<file path="src/rtl/serial_frame_collector_pkg.sv">
`default_nettype none
// ============================================================================
//  Module   : serial_pkg
//  Brief    : Shared widths, collector state encoding and FIFO entry layout.
//  Revision : 1.0 - initial release
// ============================================================================
package serial_pkg;

    localparam int DEF_W     = 8;
    localparam int DEF_LEN_W = $clog2(DEF_W + 1);

    typedef enum logic [1:0] {
        IDLE    = 2'd0,
        COLLECT = 2'd1,
        FLUSH_H = 2'd2,
        FLUSH_P = 2'd3
    } state_t;

    // FIFO entry layout, most significant field first: {last, len, data}
    typedef struct packed {
        logic                 last;
        logic [DEF_LEN_W-1:0] len;
        logic [DEF_W-1:0]     data;
    } entry_t;

endpackage
`default_nettype wire

</file>
<file path="src/rtl/serial_frame_collector_sync_fifo.sv">
`default_nettype none
// ============================================================================
//  Module   : sync_fifo
//  Brief    : Single-clock FIFO; a push while full is taken only alongside a pop.
//  Revision : 1.0 - initial release
// ============================================================================
module sync_fifo #(
    parameter int WIDTH = 8,
    parameter int DEPTH = 4
) (
    input  logic             clk,
    input  logic             rst,
    input  logic             push,
    input  logic             pop,
    input  logic [WIDTH-1:0] wdata,
    output logic [WIDTH-1:0] rdata,
    output logic             full,
    output logic             empty
);

    localparam int PTR_W = $clog2(DEPTH);
    localparam int CNT_W = PTR_W + 1;

    logic [WIDTH-1:0] mem_q [DEPTH];
    logic [WIDTH-1:0] mem_d [DEPTH];
    logic [PTR_W-1:0] wr_ptr_q, wr_ptr_d;
    logic [PTR_W-1:0] rd_ptr_q, rd_ptr_d;
    logic [CNT_W-1:0] count_q, count_d;
    logic             do_push;
    logic             do_pop;

    assign full    = (count_q == CNT_W'(DEPTH));
    assign empty   = (count_q == '0);
    assign do_pop  = pop & ~empty;
    assign do_push = push & (~full | do_pop);
    assign rdata   = empty ? '0 : mem_q[rd_ptr_q];

    always_comb begin
        mem_d    = mem_q;
        wr_ptr_d = wr_ptr_q;
        rd_ptr_d = rd_ptr_q;
        count_d  = count_q;
        if (do_push) begin
            mem_d[wr_ptr_q] = wdata;
            wr_ptr_d        = wr_ptr_q + PTR_W'(1);
        end
        if (do_pop) begin
            rd_ptr_d = rd_ptr_q + PTR_W'(1);
        end
        case ({do_push, do_pop})
            2'b10:   count_d = count_q + CNT_W'(1);
            2'b01:   count_d = count_q - CNT_W'(1);
            default: count_d = count_q;
        endcase
    end

    always_ff @(posedge clk or negedge rst) begin
        if (!rst) begin
            for (int i = 0; i < DEPTH; i++) begin
                mem_q[i] <= '0;
            end
            wr_ptr_q <= '0;
            rd_ptr_q <= '0;
            count_q  <= '0;
        end else begin
            mem_q    <= mem_d;
            wr_ptr_q <= wr_ptr_d;
            rd_ptr_q <= rd_ptr_d;
            count_q  <= count_d;
        end
    end

endmodule
`default_nettype wire

</file>
<file path="src/rtl/serial_frame_collector.sv">
`default_nettype none
// ============================================================================
//  Module   : serial_frame_collector
//  Brief    : Packs LSB-first serial frame bits into words, tags the final word
//             of each frame and buffers them for a valid/ready consumer.
//  Revision : 1.0 - initial release
// ============================================================================
module serial_frame_collector
    import serial_pkg::*;
#(
    parameter int W     = DEF_W,
    parameter int DEPTH = 4
) (
    input  logic                     clk,
    input  logic                     rst,
    input  logic                     din,
    input  logic                     din_valid,
    output logic [W-1:0]             word_data,
    output logic [$clog2(W+1)-1:0]   word_len,
    output logic                     word_last,
    output logic                     word_valid,
    input  logic                     word_ready,
    output logic                     overflow
);

    localparam int               LEN_W    = $clog2(W + 1);
    localparam int               ENTRY_W  = 1 + LEN_W + W;
    localparam logic [LEN_W-1:0] FULL_LEN = LEN_W'(W);

    state_t             state_q, state_d;
    logic [W-1:0]       shift_q, shift_d;
    logic [W-1:0]       hold_q, hold_d;
    logic [LEN_W-1:0]   bit_cnt_q, bit_cnt_d;
    logic               hold_v_q, hold_v_d;
    logic               overflow_q, overflow_d;

    logic               push;
    logic               pop;
    logic               fifo_full;
    logic               fifo_empty;
    logic [W-1:0]       shift_ins;
    logic [ENTRY_W-1:0] push_entry;
    logic [ENTRY_W-1:0] head_entry;

    // State register
    always_ff @(posedge clk or negedge rst) begin
        if (!rst) begin
            state_q    <= IDLE;
            shift_q    <= '0;
            hold_q     <= '0;
            bit_cnt_q  <= '0;
            hold_v_q   <= 1'b0;
            overflow_q <= 1'b0;
        end else begin
            state_q    <= state_d;
            shift_q    <= shift_d;
            hold_q     <= hold_d;
            bit_cnt_q  <= bit_cnt_d;
            hold_v_q   <= hold_v_d;
            overflow_q <= overflow_d;
        end
    end

    // Next-state logic
    always_comb begin
        state_d = state_q;
        case (state_q)
            IDLE:    if (din_valid)  state_d = COLLECT;
            COLLECT: if (!din_valid) state_d = FLUSH_H;
            FLUSH_H: state_d = (bit_cnt_q != '0) ? FLUSH_P : IDLE;
            FLUSH_P: state_d = IDLE;
            default: state_d = IDLE;
        endcase
    end

    // Datapath and push generation; the shift register is always zero above
    // bit_cnt, so partial words come out zero-padded.
    always_comb begin
        shift_d    = shift_q;
        hold_d     = hold_q;
        bit_cnt_d  = bit_cnt_q;
        hold_v_d   = hold_v_q;
        push       = 1'b0;
        push_entry = '0;
        shift_ins  = shift_q | ({{(W-1){1'b0}}, din} << bit_cnt_q);
        case (state_q)
            IDLE: begin
                if (din_valid) begin
                    shift_d   = {{(W-1){1'b0}}, din};
                    bit_cnt_d = LEN_W'(1);
                end
            end
            COLLECT: begin
                if (din_valid) begin
                    // A completed word waits in hold until we know the frame continues
                    if (hold_v_q) begin
                        push       = 1'b1;
                        push_entry = {1'b0, FULL_LEN, hold_q};
                        hold_v_d   = 1'b0;
                    end
                    if (bit_cnt_q == LEN_W'(W - 1)) begin
                        hold_d    = shift_ins;
                        hold_v_d  = 1'b1;
                        shift_d   = '0;
                        bit_cnt_d = '0;
                    end else begin
                        shift_d   = shift_ins;
                        bit_cnt_d = bit_cnt_q + LEN_W'(1);
                    end
                end
            end
            FLUSH_H: begin
                if (hold_v_q) begin
                    push       = 1'b1;
                    push_entry = {(bit_cnt_q == '0), FULL_LEN, hold_q};
                    hold_v_d   = 1'b0;
                end
            end
            FLUSH_P: begin
                push       = 1'b1;
                push_entry = {1'b1, bit_cnt_q, shift_q};
                shift_d    = '0;
                bit_cnt_d  = '0;
            end
            default: ;
        endcase
    end

    assign overflow_d = overflow_q | (push & fifo_full & ~pop);

    sync_fifo #(
        .WIDTH (ENTRY_W),
        .DEPTH (DEPTH)
    ) u_fifo (
        .clk   (clk),
        .rst   (rst),
        .push  (push),
        .pop   (pop),
        .wdata (push_entry),
        .rdata (head_entry),
        .full  (fifo_full),
        .empty (fifo_empty)
    );

    assign word_valid = ~fifo_empty;
    assign pop        = word_valid & word_ready;
    assign {word_last, word_len, word_data} = head_entry;
    assign overflow   = overflow_q;

endmodule
`default_nettype wire
</file>
<file path="config.mk">
export PLATFORM = sky130hd
export DESIGN_NAME = serial_frame_collector
export DESIGN_NICKNAME = d
export VERILOG_FILES = /design/src/rtl/serial_frame_collector_pkg.sv /design/src/rtl/serial_frame_collector_sync_fifo.sv /design/src/rtl/serial_frame_collector.sv
export SDC_FILE = /design/constraint.sdc
export NUM_CORES = 1
export LEC_CHECK = 0
export CAP_MARGIN = 20
export CORE_ASPECT_RATIO = 1.75
export CORE_MARGIN = 2
export CORE_UTILIZATION = 38
export DETAILED_ROUTE_END_ITERATION = 6
export PLACE_DENSITY = 0.53
export RECOVER_POWER = 100
export SYNTH_ARGS = -nofsm -noshare
export SYNTH_HDL_FRONTEND = slang
export SYNTH_SLANG_ARGS = --single-unit
export TNS_END_PERCENT = 20
</file>
<file path="constraint.sdc">
create_clock -name clk -period 7.1 [get_ports clk]
set_input_delay 1.42 -clock clk [delete_from_list [all_inputs] [get_ports clk]]
set_output_delay 1.42 -clock clk [all_outputs]
set_load 0.02 [all_outputs]
</file>
Word-level counts from Yosys, hierarchy flattened
Cells that the tools add are included.
- reductions and logical operators: 12
- magnitude comparators: 3
- shift-type cells: 1
- bitwise gates (word level): 13
- muxes and demuxes: 30
- equal/unequal tests: 10
- $add $sub $neg: 5
- operator list (operator ; count):
    $mux 13 ; 5
    $bwmux 52 ; 1
    $pmux 13 s3 ; 1
    $bmux 13 s2 ; 1
    $demux 13 s2 ; 1
    $mux 12 ; 2
    $mux 8 ; 3
    $pmux 8 s3 ; 1
    $mux 4 ; 3
    $pmux 4 s3 ; 1
    $or 8x8->8 ; 1
    $pmux 2 s4 ; 1
    $shl 1x4->8 ; 1
    $eq 2x2->1 const B ; 3
    $ge 3x3->1 const B ; 2
    $mux 2 ; 3
    $ne 2x2->1 const B ; 3
    $not 2->3 ; 2
    $pmux 3 s2 ; 1
    $reduce_and 3->1 ; 2
    $and 1x1->1 ; 5
    $add 2x1->2 const B ; 2
    $add 4x1->4 const B ; 1
    $eq 2x1->1 const B ; 2
    other kinds (18) ; 26
- flip-flop bits (word level): 83
- output and inout port bits: 15
- bits of input ports: 5

Logic depth before layout (Yosys ltp)
- word-level depth: 8
- gate-level depth with buffers: 10
- mapped depth without buffers: 9

Cells and area by module
Synthesis repeated with hierarchy kept, for this count alone.
- cell total of the unflattened synthesis: 319
- area, all modules: 4130.2 um^2
- modules (own cells, without submodules) (module ; sequential area each (um^2) ; times used ; cells each ; area an instance (um^2)):
    sync_fifo ; 1476.4 ; 1 ; 180 ; 2763.9
    serial_frame_collector ; 600.6 ; 1 ; 139 ; 1366.3

Least setup slack after synthesis
OpenSTA, ideal clock, no wires.
- path type: input to register
- start: input port word_ready
- end: register u_fifo.count_q[2]
- data arrival time: 3.190 ns
- slack: 3.831 ns
- stages on the path: 10
- path buffers: 1
- cell sequence: or4b_4 buf_6 o21a_1 inv_1 ha_1 inv_1 fa_1 xor2_1 nor2_1 xor2_1
- cells in the longest elaborated chain, start to end: 6
- elaborated cells on any way between the ends: 8
- those cells by class: 2 x eq/ne; 1 x mux; 4 x bitwise; 1 x reduce/logical
- RTL lines (element ; RTL line ; RTL):
    start, declared ; serial_frame_collector.sv:22 ; input logic word_ready,
    $and 1x1->1 * ; serial_frame_collector.sv:146 ; assign pop = word_valid & word_ready;
    $and 1x1->1 * ; serial_frame_collector_sync_fifo.sv:34 ; assign do_pop = pop & ~empty;
    $or 1x1->1 ; serial_frame_collector_sync_fifo.sv:35 ; assign do_push = push & (~full | do_pop);
    $and 1x1->1 ; serial_frame_collector_sync_fifo.sv:35 ;
    $eq 2x1->1 / $eq 2x2->1 (equally long branches) ; serial_frame_collector_sync_fifo.sv:50 ; case ({do_push, do_pop})
    $pmux 3 s2 / $reduce_bool 2->1 (equally long branches) ; n/a ;
    end signal, assigned ; serial_frame_collector_sync_fifo.sv:69 ; count_q <= count_d;
    end, declared ; serial_frame_collector_sync_fifo.sv:28 ; logic [CNT_W-1:0] count_q, count_d;
Every way passes the cells marked *; elsewhere a longest branch is shown, timed or not.
A chain may end at the register's enable or synchronous reset.

Final worst setup path
- start: register u_fifo.rd_ptr_q[0]
- end: output port word_data[0]
- cells in the longest elaborated chain, start to end: 5
- RTL lines (element ; RTL line ; RTL):
    start, declared ; serial_frame_collector_sync_fifo.sv:27 ; logic [PTR_W-1:0] rd_ptr_q, rd_ptr_d;
    start signal, assigned ; serial_frame_collector_sync_fifo.sv:68 ; rd_ptr_q <= rd_ptr_d;
    $not 2->3 (implied by the code) ; serial_frame_collector_sync_fifo.sv:36 ; assign rdata = empty ? '0 : mem_q[rd_ptr_q];
    $bmux 13 s2 ; serial_frame_collector_sync_fifo.sv:36 ;
    $mux 13 (implied by the code) (2 in a row) ; serial_frame_collector_sync_fifo.sv:36 ;
    $mux 13 ; serial_frame_collector_sync_fifo.sv:36 ;
    end, declared ; serial_frame_collector.sv:18 ; output logic [W-1:0] word_data,
Every way passes these cells. The select of a mux whose other input is x is not followed.

==> flow_results.xml <==
<?xml version="1.0" encoding="UTF-8"?>
<metrics>
  <group name="detailed_routing">
    <metric name="finalWirelength" unit="mm">8.85</metric>
    <metric name="detail_route.wl_per_cell" unit="µm">16.7</metric>
    <metric name="drt_pre_antenna_iters" unit="">4</metric>
    <metric name="via_count" unit="">2810</metric>
    <metric name="avgViaCountPerCell" unit="">5.30</metric>
    <metric name="drt-initial-drc-count" unit="">104</metric>
    <metric name="final_antenna_net_count" unit="">0</metric>
    <metric name="remaining_drc_errors" unit="">0</metric>
  </group>
  <group name="outcome">
    <metric name="failed_checks" unit="">max-capacitance violations, max-slew violations</metric>
    <metric name="status" unit="">finished with violations</metric>
  </group>
  <group name="sta">
    <metric name="worst_clock_skew" unit="ns">0.00567</metric>
    <metric name="maxClockFrequency" unit="MHz">243</metric>
    <metric name="worst_slew_margin_rel" unit="%">-33.3</metric>
    <metric name="rsz_0062_raised_after_global_routing" unit="">false</metric>
    <metric name="layout_setup_ws" unit="ns">2.98</metric>
    <metric name="setup-tns-final" unit="ns">0</metric>
    <metric name="hold_viol" unit="">0</metric>
    <metric name="pins_over_their_slew_limit" unit="">104</metric>
    <metric name="finalSetupViolations" unit="">0</metric>
    <metric name="timing_worst_slew_pin_value" unit="ns">1.99</metric>
    <metric name="post-route-min-period" unit="ns">4.12</metric>
    <metric name="final_min_period_over_clock_period" unit="%">58.0</metric>
  </group>
  <group name="synthesis">
    <metric name="ys_ff_latch" unit="">83</metric>
    <metric name="postSynthCellCount" unit="">389</metric>
    <metric name="syn_area_per_cell" unit="µm²">10.8</metric>
    <metric name="yosys.cell_count.top_type" unit="">sky130_fd_sc_hd__dfrtp_1</metric>
    <metric name="synthesis.nets" unit="">402</metric>
    <metric name="yosys_warnings" unit="">0</metric>
    <metric name="synth_compound_area_share" unit="%">16.7</metric>
    <metric name="synthDominantCellAreaShare" unit="%">49.4</metric>
    <metric name="syn_area" unit="mm²">0.00420</metric>
    <metric name="yosys.area_share.simple" unit="%">15.0</metric>
    <metric name="synth_area_leaders" unit="">sky130_fd_sc_hd__dfrtp_1, sky130_fd_sc_hd__mux4_2, sky130_fd_sc_hd__nand2_1</metric>
    <metric name="post_synth_xor_area_fraction" unit="%">1.25</metric>
    <metric name="largest_family_of_logic_cells_by_synthesized_area" unit="">compound AO/OA/AOI/OAI gates</metric>
    <metric name="netlist-cell-type-count" unit="">48</metric>
    <metric name="synth_enable_flop_cells" unit="">0</metric>
    <metric name="post_synthesis_share_of_cell_area_spent_on_full_adders_half_adders_and_majority_gates" unit="%">2.56</metric>
    <metric name="synthTopCellsByCount" unit="">sky130_fd_sc_hd__dfrtp_1, sky130_fd_sc_hd__nand2_1, sky130_fd_sc_hd__o21ai_0, sky130_fd_sc_hd__and2_1, sky130_fd_sc_hd__o21ai_1</metric>
    <metric name="yosys-mux-area-fraction" unit="%">8.64</metric>
    <metric name="postSynth.asyncResetShare" unit="%">100</metric>
    <metric name="synthFlopType" unit="">sky130_fd_sc_hd__dfrtp_1</metric>
    <metric name="synth_top_area_cell" unit="">sky130_fd_sc_hd__dfrtp_1</metric>
    <metric name="synth-seq-area-share" unit="%">49.4</metric>
  </group>
  <group name="clocking">
    <metric name="tritoncts" unit="">yes</metric>
    <metric name="clk_path_buf_depth" unit="">2</metric>
    <metric name="cts-resized-gates" unit="">0</metric>
    <metric name="clk_pin_slew_worst_paths" unit="ns">0.06</metric>
    <metric name="cts_sinks" unit="">83</metric>
    <metric name="post_cts_hold_fix_bufs" unit="">0</metric>
    <metric name="cts_root_buffer" unit="">sky130_fd_sc_hd__clkbuf_16</metric>
    <metric name="ctsHtreeMaxLevel" unit="">3</metric>
    <metric name="cts.repair_timing.setup_buffer_count" unit="">0</metric>
    <metric name="cts_inserted_buffers" unit="">9</metric>
    <metric name="worst_skew_pair.late_latency" unit="ns">0.34</metric>
  </group>
  <group name="global_route">
    <metric name="wire_length_of_the_first_global_routing_pass" unit="mm">15.0</metric>
    <metric name="grt_use_total" unit="%">16.3</metric>
    <metric name="overall_overflow_remaining_after_global_route" unit="">0</metric>
    <metric name="antenna_found_initial" unit="">0</metric>
    <metric name="grt_start_max_net_pins" unit="">84</metric>
    <metric name="number_of_global_route_vias_before_repair" unit="">2803</metric>
  </group>
  <group name="floorplanning">
    <metric name="die-width" unit="µm">83.5</metric>
    <metric name="pin_count" unit="">20</metric>
    <metric name="core_region_area" unit="mm²">0.0108</metric>
    <metric name="std_cell_rows" unit="">50</metric>
    <metric name="dieHeight" unit="µm">143</metric>
    <metric name="initial_core_util" unit="%">39.0</metric>
    <metric name="fp.dieArea" unit="mm²">0.0119</metric>
  </group>
  <group name="power_and_ir_drop">
    <metric name="finalPower" unit="mW">1.70</metric>
    <metric name="ir_worst_vdd" unit="µV">218</metric>
    <metric name="power.density" unit="mW/mm²">366</metric>
    <metric name="power_leakage" unit="nW">2.03</metric>
  </group>
  <group name="cells_and_area">
    <metric name="multiInputGateArea" unit="mm²">0.00179</metric>
    <metric name="n_antenna_cell" unit="">0</metric>
    <metric name="num-fill-cells" unit="">1038</metric>
    <metric name="finalNetCount" unit="">408</metric>
    <metric name="area.sequential" unit="mm²">0.00208</metric>
    <metric name="drive_gt1_share" unit="%">10.3</metric>
    <metric name="area_delta_synth_final" unit="%">10.4</metric>
  </group>
  <group name="place">
    <metric name="replace_congestion" unit="">0.721</metric>
    <metric name="numPortBuffers" unit="">19</metric>
    <metric name="hpwl" unit="mm">5.87</metric>
    <metric name="placement.setup.worst_slack" unit="ns">3.31</metric>
  </group>
  <group name="setup_path">
    <metric name="startpoint_type" unit="">register</metric>
    <metric name="worstPathMaxFanout" unit="">15</metric>
    <metric name="cp_endpoint_kind" unit="">primary output</metric>
    <metric name="critPathArrivalTime" unit="ns">2.70</metric>
    <metric name="setup.worst_path.class" unit="">reg -&gt; out</metric>
    <metric name="crit_required" unit="ns">5.68</metric>
  </group>
  <group name="job">
    <metric name="max_cap_viol_count" unit="">4</metric>
  </group>
  <group name="min_path">
    <metric name="worst_hold_path_type" unit="">reg -&gt; reg</metric>
  </group>
</metrics>
-- cells by family (layout without fill, tap and decap cells) --
group / after synthesis / in the layout
AO/OA/AOI/OAI: 103 / 103
XOR/XNOR: 6 / 6
multiplexers: 18 / 18
buffers and inverters: 35 / 46
adder cells (fa/ha/maj): 8 / 8
flip-flops: 83 / 83
AND/OR/NAND/NOR: 136 / 136
-- path summary, 6_finish.rpt --
path                            slack (ns)                      endpoint                            from  cells after the start
worst max-delay path                  2.98                  word_data[0]  u_fifo.rd_ptr_q[0]$_DFFE_PN0P_                      3
worst min-delay path                  0.46            overflow$_DFF_PN0_              overflow$_DFF_PN0_                      1
worst max register to register        4.10  u_fifo.mem_q[40]$_DFFE_PN0P_            hold_v_q$_DFFE_PN0P_                      3
worst min register to register        0.46            overflow$_DFF_PN0_              overflow$_DFF_PN0_                      1
max in group asynchronous             5.05   u_fifo.mem_q[1]$_DFFE_PN0P_                             rst                      2
min in group asynchronous             1.20  u_fifo.mem_q[30]$_DFFE_PN0P_                             rst                      1
-- sequential cells by signal, indices dropped and copies added, names as in the netlist --
register / flops
u_fifo.count_q: 3
u_fifo.wr_ptr_q: 2
u_fifo.rd_ptr_q: 2
shift_q: 8
u_fifo.mem_q: 52
bit_cnt_q: 4
state_q: 2
overflow: 1
hold_q: 8
hold_v_q: 1
-- metal layers --
metal / track usage (%) / wire length (µm) / up-vias
met1: 20.5 / 3930 / 1404
met4: 6.11 / 144 / 0
li1: - / - / 1368
met2: 27.5 / 4570 / 29
met3: 3.35 / 211 / 9
met5: 0 / 0 / -
-- critical path, cell delays in order, from the launching register on --
cell	delay [ns]
sky130_fd_sc_hd__dfrtp_1	0.95
sky130_fd_sc_hd__mux4_2	0.59
sky130_fd_sc_hd__and2_1	0.17
sky130_fd_sc_hd__dlygate4sd3_1	0.64
-- area by class of cell --
cell class              count  area share [%]
clock buffers              11            5.02
clock inverters             5            2.70
inverters                   9           0.729
multi-input cells         271            38.5
flip-flops and latches     83            44.8
well taps                 130            3.51
repair buffers             21            4.72
-- per-stage QoR --
stage                     hold WS (ns)  instance area (µm²)  cells  utilization [%]
after floorplan                  0.443                 4200    389                -
after global placement           0.455                 4320    513             40.2
after detailed placement         0.456                 4320    513             40.2
after CTS                        0.468                 4680    529             43.5
after global routing             0.504                 4640    530             43.1
final                            0.462                 4640    530             43.1
-- report_power, final --
group | internal, mW | switching [mW] | total, mW
Combinational | 0.202 | 0.243 | 0.445
Sequential | 0.562 | 0.128 | 0.690
Clock | 0.379 | 0.185 | 0.564
Total | 1.14 | 0.556 | 1.70
-- cell usage in the layout (no fill, tap or decap), drive strengths merged, types with 2 or more instances in the layout --
cell type	Yosys	layout
inv	9	9
ha	7	7
nand2b	2	2
clkbuf	5	12
nand3	10	10
nor2b	4	4
dfrtp	83	83
o22ai	2	2
buf	21	2
o211ai	4	4
xnor2	3	3
a31oi	5	5
and3	4	4
nand2	75	75
and2	15	15
o21a	2	2
nor3	3	3
mux2	4	4
nor2	15	15
o21ai	64	64
xor2	3	3
a21oi	12	12
nand3b	2	2
a221oi	8	8
mux4	13	13
bufinv	0	4
dlygate4sd3	0	17
(Power assumes the default switching activity.)
